`src/rtl/digit_sequencer.sv`:
```
// digit_sequencer: steps a digit-select code through NUM_DIGITS positions on a
// trigger. Each digit is shown for DISPLAY_TIME cycles and followed by a blank
// gap of PAUSE_TIME cycles. The sequencer supports one-shot or looping passes,
// a synchronous abort, busy/blank status and a one-cycle completion pulse.
// The `state` output drives the 7-segment digit mux; IDLE_CODE (all ones)
// means the display is off.
//
// Optional feature: define DIGIT_SEQ_HOLD_EN to add a `hold` input. While
// hold is high in SHOW or GAP, the sequencer freezes and every output keeps
// its value. abort and rst_n still take effect during hold.
module digit_sequencer #(
  parameter int unsigned NUM_DIGITS   = 3,
  parameter int unsigned IDX_W        = 2,
  parameter int unsigned DISPLAY_TIME = 1000,
  parameter int unsigned PAUSE_TIME   = 500,
  parameter int unsigned CNT_W        = 11
) (
  input  logic             clk,
  input  logic             rst_n,
  input  logic             trigger,
  input  logic             loop_mode,
  input  logic             abort,
`ifdef DIGIT_SEQ_HOLD_EN
  input  logic             hold,
`endif
  output logic [IDX_W-1:0] state,
  output logic             busy,
  output logic             blank,
  output logic             done
);

  typedef enum logic [1:0] {
    ST_IDLE = 2'd0,
    ST_SHOW = 2'd1,
    ST_GAP  = 2'd2
  } fsm_e;

  localparam logic [IDX_W-1:0] IDLE_CODE  = '1;
  localparam logic [IDX_W-1:0] LAST_DIGIT = IDX_W'(NUM_DIGITS - 1);
  localparam logic [CNT_W-1:0] SHOW_LAST  = CNT_W'(DISPLAY_TIME - 1);
  localparam bit               HAS_GAP    = (PAUSE_TIME > 0);
  localparam logic [CNT_W-1:0] GAP_LAST   = HAS_GAP ? CNT_W'(PAUSE_TIME - 1) : '0;

  fsm_e             fsm_q,   fsm_d;
  logic [CNT_W-1:0] timer_q, timer_d;
  logic [IDX_W-1:0] digit_q, digit_d;
  logic [IDX_W-1:0] state_q, state_d;
  logic             busy_q,  busy_d;
  logic             blank_q, blank_d;
  logic             done_q,  done_d;
  logic             digit_end;
  logic             hold_w;

`ifdef DIGIT_SEQ_HOLD_EN
  assign hold_w = hold;
`else
  assign hold_w = 1'b0;
`endif

  // Next-state logic. Priority: abort, then hold while active, then normal sequencing.
  always_comb begin
    fsm_d     = fsm_q;
    timer_d   = timer_q;
    digit_d   = digit_q;
    state_d   = state_q;
    busy_d    = busy_q;
    done_d    = 1'b0;
    digit_end = 1'b0;

    if (abort) begin
      fsm_d   = ST_IDLE;
      timer_d = '0;
      digit_d = '0;
      state_d = IDLE_CODE;
      busy_d  = 1'b0;
    end else if (hold_w && (fsm_q != ST_IDLE)) begin
      // Frozen: every register keeps its value, including a pending done pulse.
      done_d = done_q;
    end else begin
      unique case (fsm_q)
        ST_IDLE: begin
          if (trigger) begin
            fsm_d   = ST_SHOW;
            timer_d = '0;
            digit_d = '0;
            state_d = '0;
            busy_d  = 1'b1;
          end
        end
        ST_SHOW: begin
          if (timer_q == SHOW_LAST) begin
            timer_d = '0;
            if (HAS_GAP) begin
              fsm_d   = ST_GAP;
              state_d = IDLE_CODE;
            end else begin
              digit_end = 1'b1;
            end
          end else begin
            timer_d = timer_q + 1'b1;
          end
        end
        ST_GAP: begin
          if (timer_q == GAP_LAST) begin
            timer_d   = '0;
            digit_end = 1'b1;
          end else begin
            timer_d = timer_q + 1'b1;
          end
        end
        default: begin
          fsm_d   = ST_IDLE;
          timer_d = '0;
          digit_d = '0;
          state_d = IDLE_CODE;
          busy_d  = 1'b0;
        end
      endcase

      // The end of a digit is shared by SHOW (no gap configured) and GAP.
      if (digit_end) begin
        if (digit_q != LAST_DIGIT) begin
          fsm_d   = ST_SHOW;
          digit_d = digit_q + 1'b1;
          state_d = digit_q + 1'b1;
        end else begin
          done_d  = 1'b1;
          digit_d = '0;
          if (loop_mode) begin
            fsm_d   = ST_SHOW;
            state_d = '0;
          end else begin
            fsm_d   = ST_IDLE;
            state_d = IDLE_CODE;
            busy_d  = 1'b0;
          end
        end
      end
    end

    // Digit indices never reach IDLE_CODE, so blank follows the code directly.
    blank_d = (state_d == IDLE_CODE);
  end

  // State and registered outputs.
  always_ff @(posedge clk or negedge rst_n) begin
    if (!rst_n) begin
      fsm_q   <= ST_IDLE;
      timer_q <= '0;
      digit_q <= '0;
      state_q <= IDLE_CODE;
      busy_q  <= 1'b0;
      blank_q <= 1'b1;
      done_q  <= 1'b0;
    end else begin
      fsm_q   <= fsm_d;
      timer_q <= timer_d;
      digit_q <= digit_d;
      state_q <= state_d;
      busy_q  <= busy_d;
      blank_q <= blank_d;
      done_q  <= done_d;
    end
  end

  assign state = state_q;
  assign busy  = busy_q;
  assign blank = blank_q;
  assign done  = done_q;

endmodule

```
`config.mk`:
```
export PLATFORM = sky130hd
export DESIGN_NAME = digit_sequencer
export DESIGN_NICKNAME = d
export VERILOG_FILES = /design/src/rtl/digit_sequencer.sv
export SDC_FILE = /design/constraint.sdc
export NUM_CORES = 1
export LEC_CHECK = 0
export CORE_AREA = 4 4 69 71
export CTS_CLUSTER_DIAMETER = 40
export DETAILED_ROUTE_END_ITERATION = 10
export DIE_AREA = 0 0 73 75
export PLACE_DENSITY = 0.48
export SYNTH_ARGS = -nofsm -noshare
export SYNTH_HDL_FRONTEND = slang
export SYNTH_SLANG_ARGS = --single-unit
```
`constraint.sdc`:
```
create_clock -name clk -period 4.35 [get_ports clk]
set_input_delay 0.6525 -clock clk [delete_from_list [all_inputs] [get_ports clk]]
set_output_delay 0.6525 -clock clk [all_outputs]
set_load 0.02 [all_outputs]
```
==> flow_metrics.py <==
metrics = {
    "placed_design": {
        "port_buffers": 9,
        "dp_hpwl_um": 2140,
        "gp_routability_congestion": 0.831,
    },
    "drt": {
        "dr_wl_met2_um": 1350,
        "postRouteWirelength_um": 2850,
        "met1_length_um": 1330,
        "wl_per_cell_um": 14.5,
        "top_layer": "met4",
        "drc": 0,
        "drt_iter0_drc": 66,
        "vias": 1072,
        "ant_nets": 0,
        "via_per_inst": 5.47,
        "drtPass1Iterations": 4,
        "wl_met3_um": 138,
    },
    "floorplanning": {
        "start_util_pct": 28.8,
        "fp.coreArea_mm2": 0.00423,
        "pin_count": 10,
        "rows": 24,
        "dieArea_mm2": 0.00548,
        "chipHeight_um": 75,
        "dieWidth_um": 73,
    },
    "worst_setup_path": {
        "cp.arrival_ns": 2.47,
        "cp_max_fo": 8,
        "critPathMaxStageDelay_ns": 0.65,
        "crit_slowest_cell": "clkdlybuf4s50_1",
        "cp-end-kind": "register",
        "required_ns": 4.50,
        "critPathKind": "in2reg",
        "crit_chain": "clkdlybuf4s50_1 -> nor2b_1 -> and2_1 -> a32oi_2 -> nor2_1 -> a22o_1",
        "crit_path_start_kind": "primary input",
    },
    "timing": {
        "slew_headroom_pct": 36.9,
        "finalCritPeriodShare_pct": 53.4,
        "finalSetupViolCount": 0,
        "rsz0062_at_grt": "no",
        "period_needed_ns": 2.32,
        "tightest_slew_ns": 0.944,
        "slew_violations": 0,
        "fmax_mhz": 431,
        "hold_violations": 0,
        "finalClockSkew_ns": 0.00251,
        "totalNegativeSetupSlack_ns": 0,
    },
    "clock_tree": {
        "cts_buffers": 3,
        "cts_tree": "done",
        "post_cts_buffers": 0,
        "cts_repair_resize_count": 0,
        "cts_buffer_depth": 2,
        "cts_hold_buf": 0,
        "cts_sinks": 20,
        "clkLatencyLatePin_ns": 0.25,
        "root_buffer": "clkbuf_8",
        "clk_pin_slew_worst_paths_ns": 0.07,
        "htree_levels": 1,
    },
    "power": {
        "ir_worst_vdd_uv": 154,
        "power_density_mw_per_mm2": 325,
        "leakage_nw": 0.547,
        "finalPower_w": 0.000458,
    },
    "synth": {
        "syn-num-nets": 145,
        "synthArstFlopShare_pct": 100,
        "postSynthAreaPerCell_um2": 9.15,
        "ys_ff_latch": 20,
        "yosys_warnings": 0,
        "synth_seq_area_share_pct": 41.4,
        "syn_area_mm2": 0.00122,
        "ys_types": 39,
        "synthCells": 133,
        "synth-main-ff-cell": "dfrtp_1",
        "synth_edf_count": 0,
    },
    "run_status": {
        "outcome": "complete, no violations",
    },
    "global_routing": {
        "grt_max_degree": 21,
        "grt.overflow.total": 0,
        "grt_pass1_wl_um": 4820,
        "grt_pass1_vias": 1008,
        "antenna_found_initial": 0,
        "grtUsageTotal_pct": 11.2,
    },
    "run": {
        "cap_violations": 0,
    },
    "cells_and_area": {
        "area_delta_synth_final_pct": 15.7,
        "antenna-diode-count": 0,
        "fin_nets": 157,
        "drive_gt1_share_pct": 6.25,
    },
    "hold_path": {
        "hold_path.class": "reg2reg",
    },
}
## through the flow
| step | utilization, % | setup slack, ns | instances | hold slack (ns) | cell area (µm²) |
|---|---|---|---|---|---|
| floorplan | - | 2.41 | 133 | 0.357 | 1220 |
| global placement | 32.2 | 1.86 | 192 | 0.514 | 1360 |
| detailed placement | 32.2 | 1.75 | 192 | 0.510 | 1360 |
| CTS | 33.3 | 2.06 | 196 | 0.530 | 1410 |
| global route | 33.3 | 1.92 | 196 | 0.574 | 1410 |
| finish | 33.3 | 2.03 | 196 | 0.526 | 1410 |
## where the power goes
part	internal [W]	switching, W	total, W	leakage (nW)
Combinational	0.0000540	0.0000685	0.000123	0.257
Clock	0.0000651	0.0000603	0.000125	0.0228
Sequential	0.000200	0.00000985	0.000210	0.267
Total	0.000319	0.000139	0.000458	0.547
## cell usage after synthesis, drive strengths merged, types with 3 or more instances
master   n  area, µm²
dfstp    3       78.8
nor2    11       41.3
a21oi    4       20.0
nand3    6       30.0
o21ai    9       45.0
o311ai   3       26.3
nor3     6       30.0
or3      4       25.0
dfrtp   17        425
nor2b    4       25.0
inv      8       30.0
a22o     5       43.8
ha       7       87.6
nand2   15       56.3
## per-layer routing
layer,GRT usage (%),up-vias
li1,-,521
met1,14.7,523
met2,18.8,22
met3,2.94,6
met4,2.05,0
met5,0,-
## logic make-up (layout without fill, tap and decap cells)
| family | after synthesis | in the layout | share of synthesized area (%) |
|---|---|---|---|
| buf+inv | 10 | 21 | 3.19 |
| flops | 20 | 20 | 41.4 |
| fa+ha+maj | 7 | 7 | 7.19 |
| compound gates | 40 | 40 | 24.8 |
| simple gates | 56 | 56 | 23.4 |
## final timing paths
path                                   end  slack [ns]  depth (start not counted)       start
worst max-delay path            timer_q[2]        2.03                          6       abort
worst max register to register  timer_q[2]        2.07                          6  timer_q[0]
worst min register to register  timer_q[1]        0.53                          2  timer_q[1]
worst min-delay path            timer_q[1]        0.53                          2  timer_q[1]
max in group asynchronous             done        2.85                          1       rst_n
min in group asynchronous             busy        0.92                          1       rst_n
## flip-flops by register name, summed over array words and instances, names as in the netlist
signal	count
busy	1
blank	1
timer_q	11
done	1
digit_q	2
state	2
fsm_q	2
## worst max-delay path: cells and delay by family
family | cells | cell delay, ns
compound gates | 2 | 0.62
buf+inv | 1 | 0.65
simple gates | 3 | 0.53
## layout make-up
cell class	count	area, µm²
clock buffer	4	45.0
fill	434	2830
inverter	8	30.0
multi-input combinational	103	674
sequential	20	504
tap	52	65.1
timing repair buffer	9	90.1
## layout by cell type, fill, tap and decap left out, types with 2 or more instances in the layout
master | Yosys | final
and2_1 | 2 | 2
nand4bb_1 | 2 | 2
dfrtp_1 | 17 | 17
nor2b_1 | 4 | 4
o2bb2ai_1 | 2 | 2
o311ai_0 | 3 | 3
ha_1 | 7 | 7
nor2_1 | 11 | 11
nand3_1 | 6 | 6
clkdlybuf4s50_1 | 0 | 9
nor3_1 | 6 | 6
clkbuf_8 | 0 | 3
a221oi_1 | 2 | 2
a21oi_1 | 4 | 4
o21ai_0 | 9 | 9
a22o_1 | 5 | 5
inv_1 | 8 | 8
o22ai_1 | 2 | 2
nand2_1 | 15 | 15
a21o_1 | 2 | 2
dfstp_2 | 3 | 3
or3_1 | 4 | 4
Power figures use the tool's default switching activity.
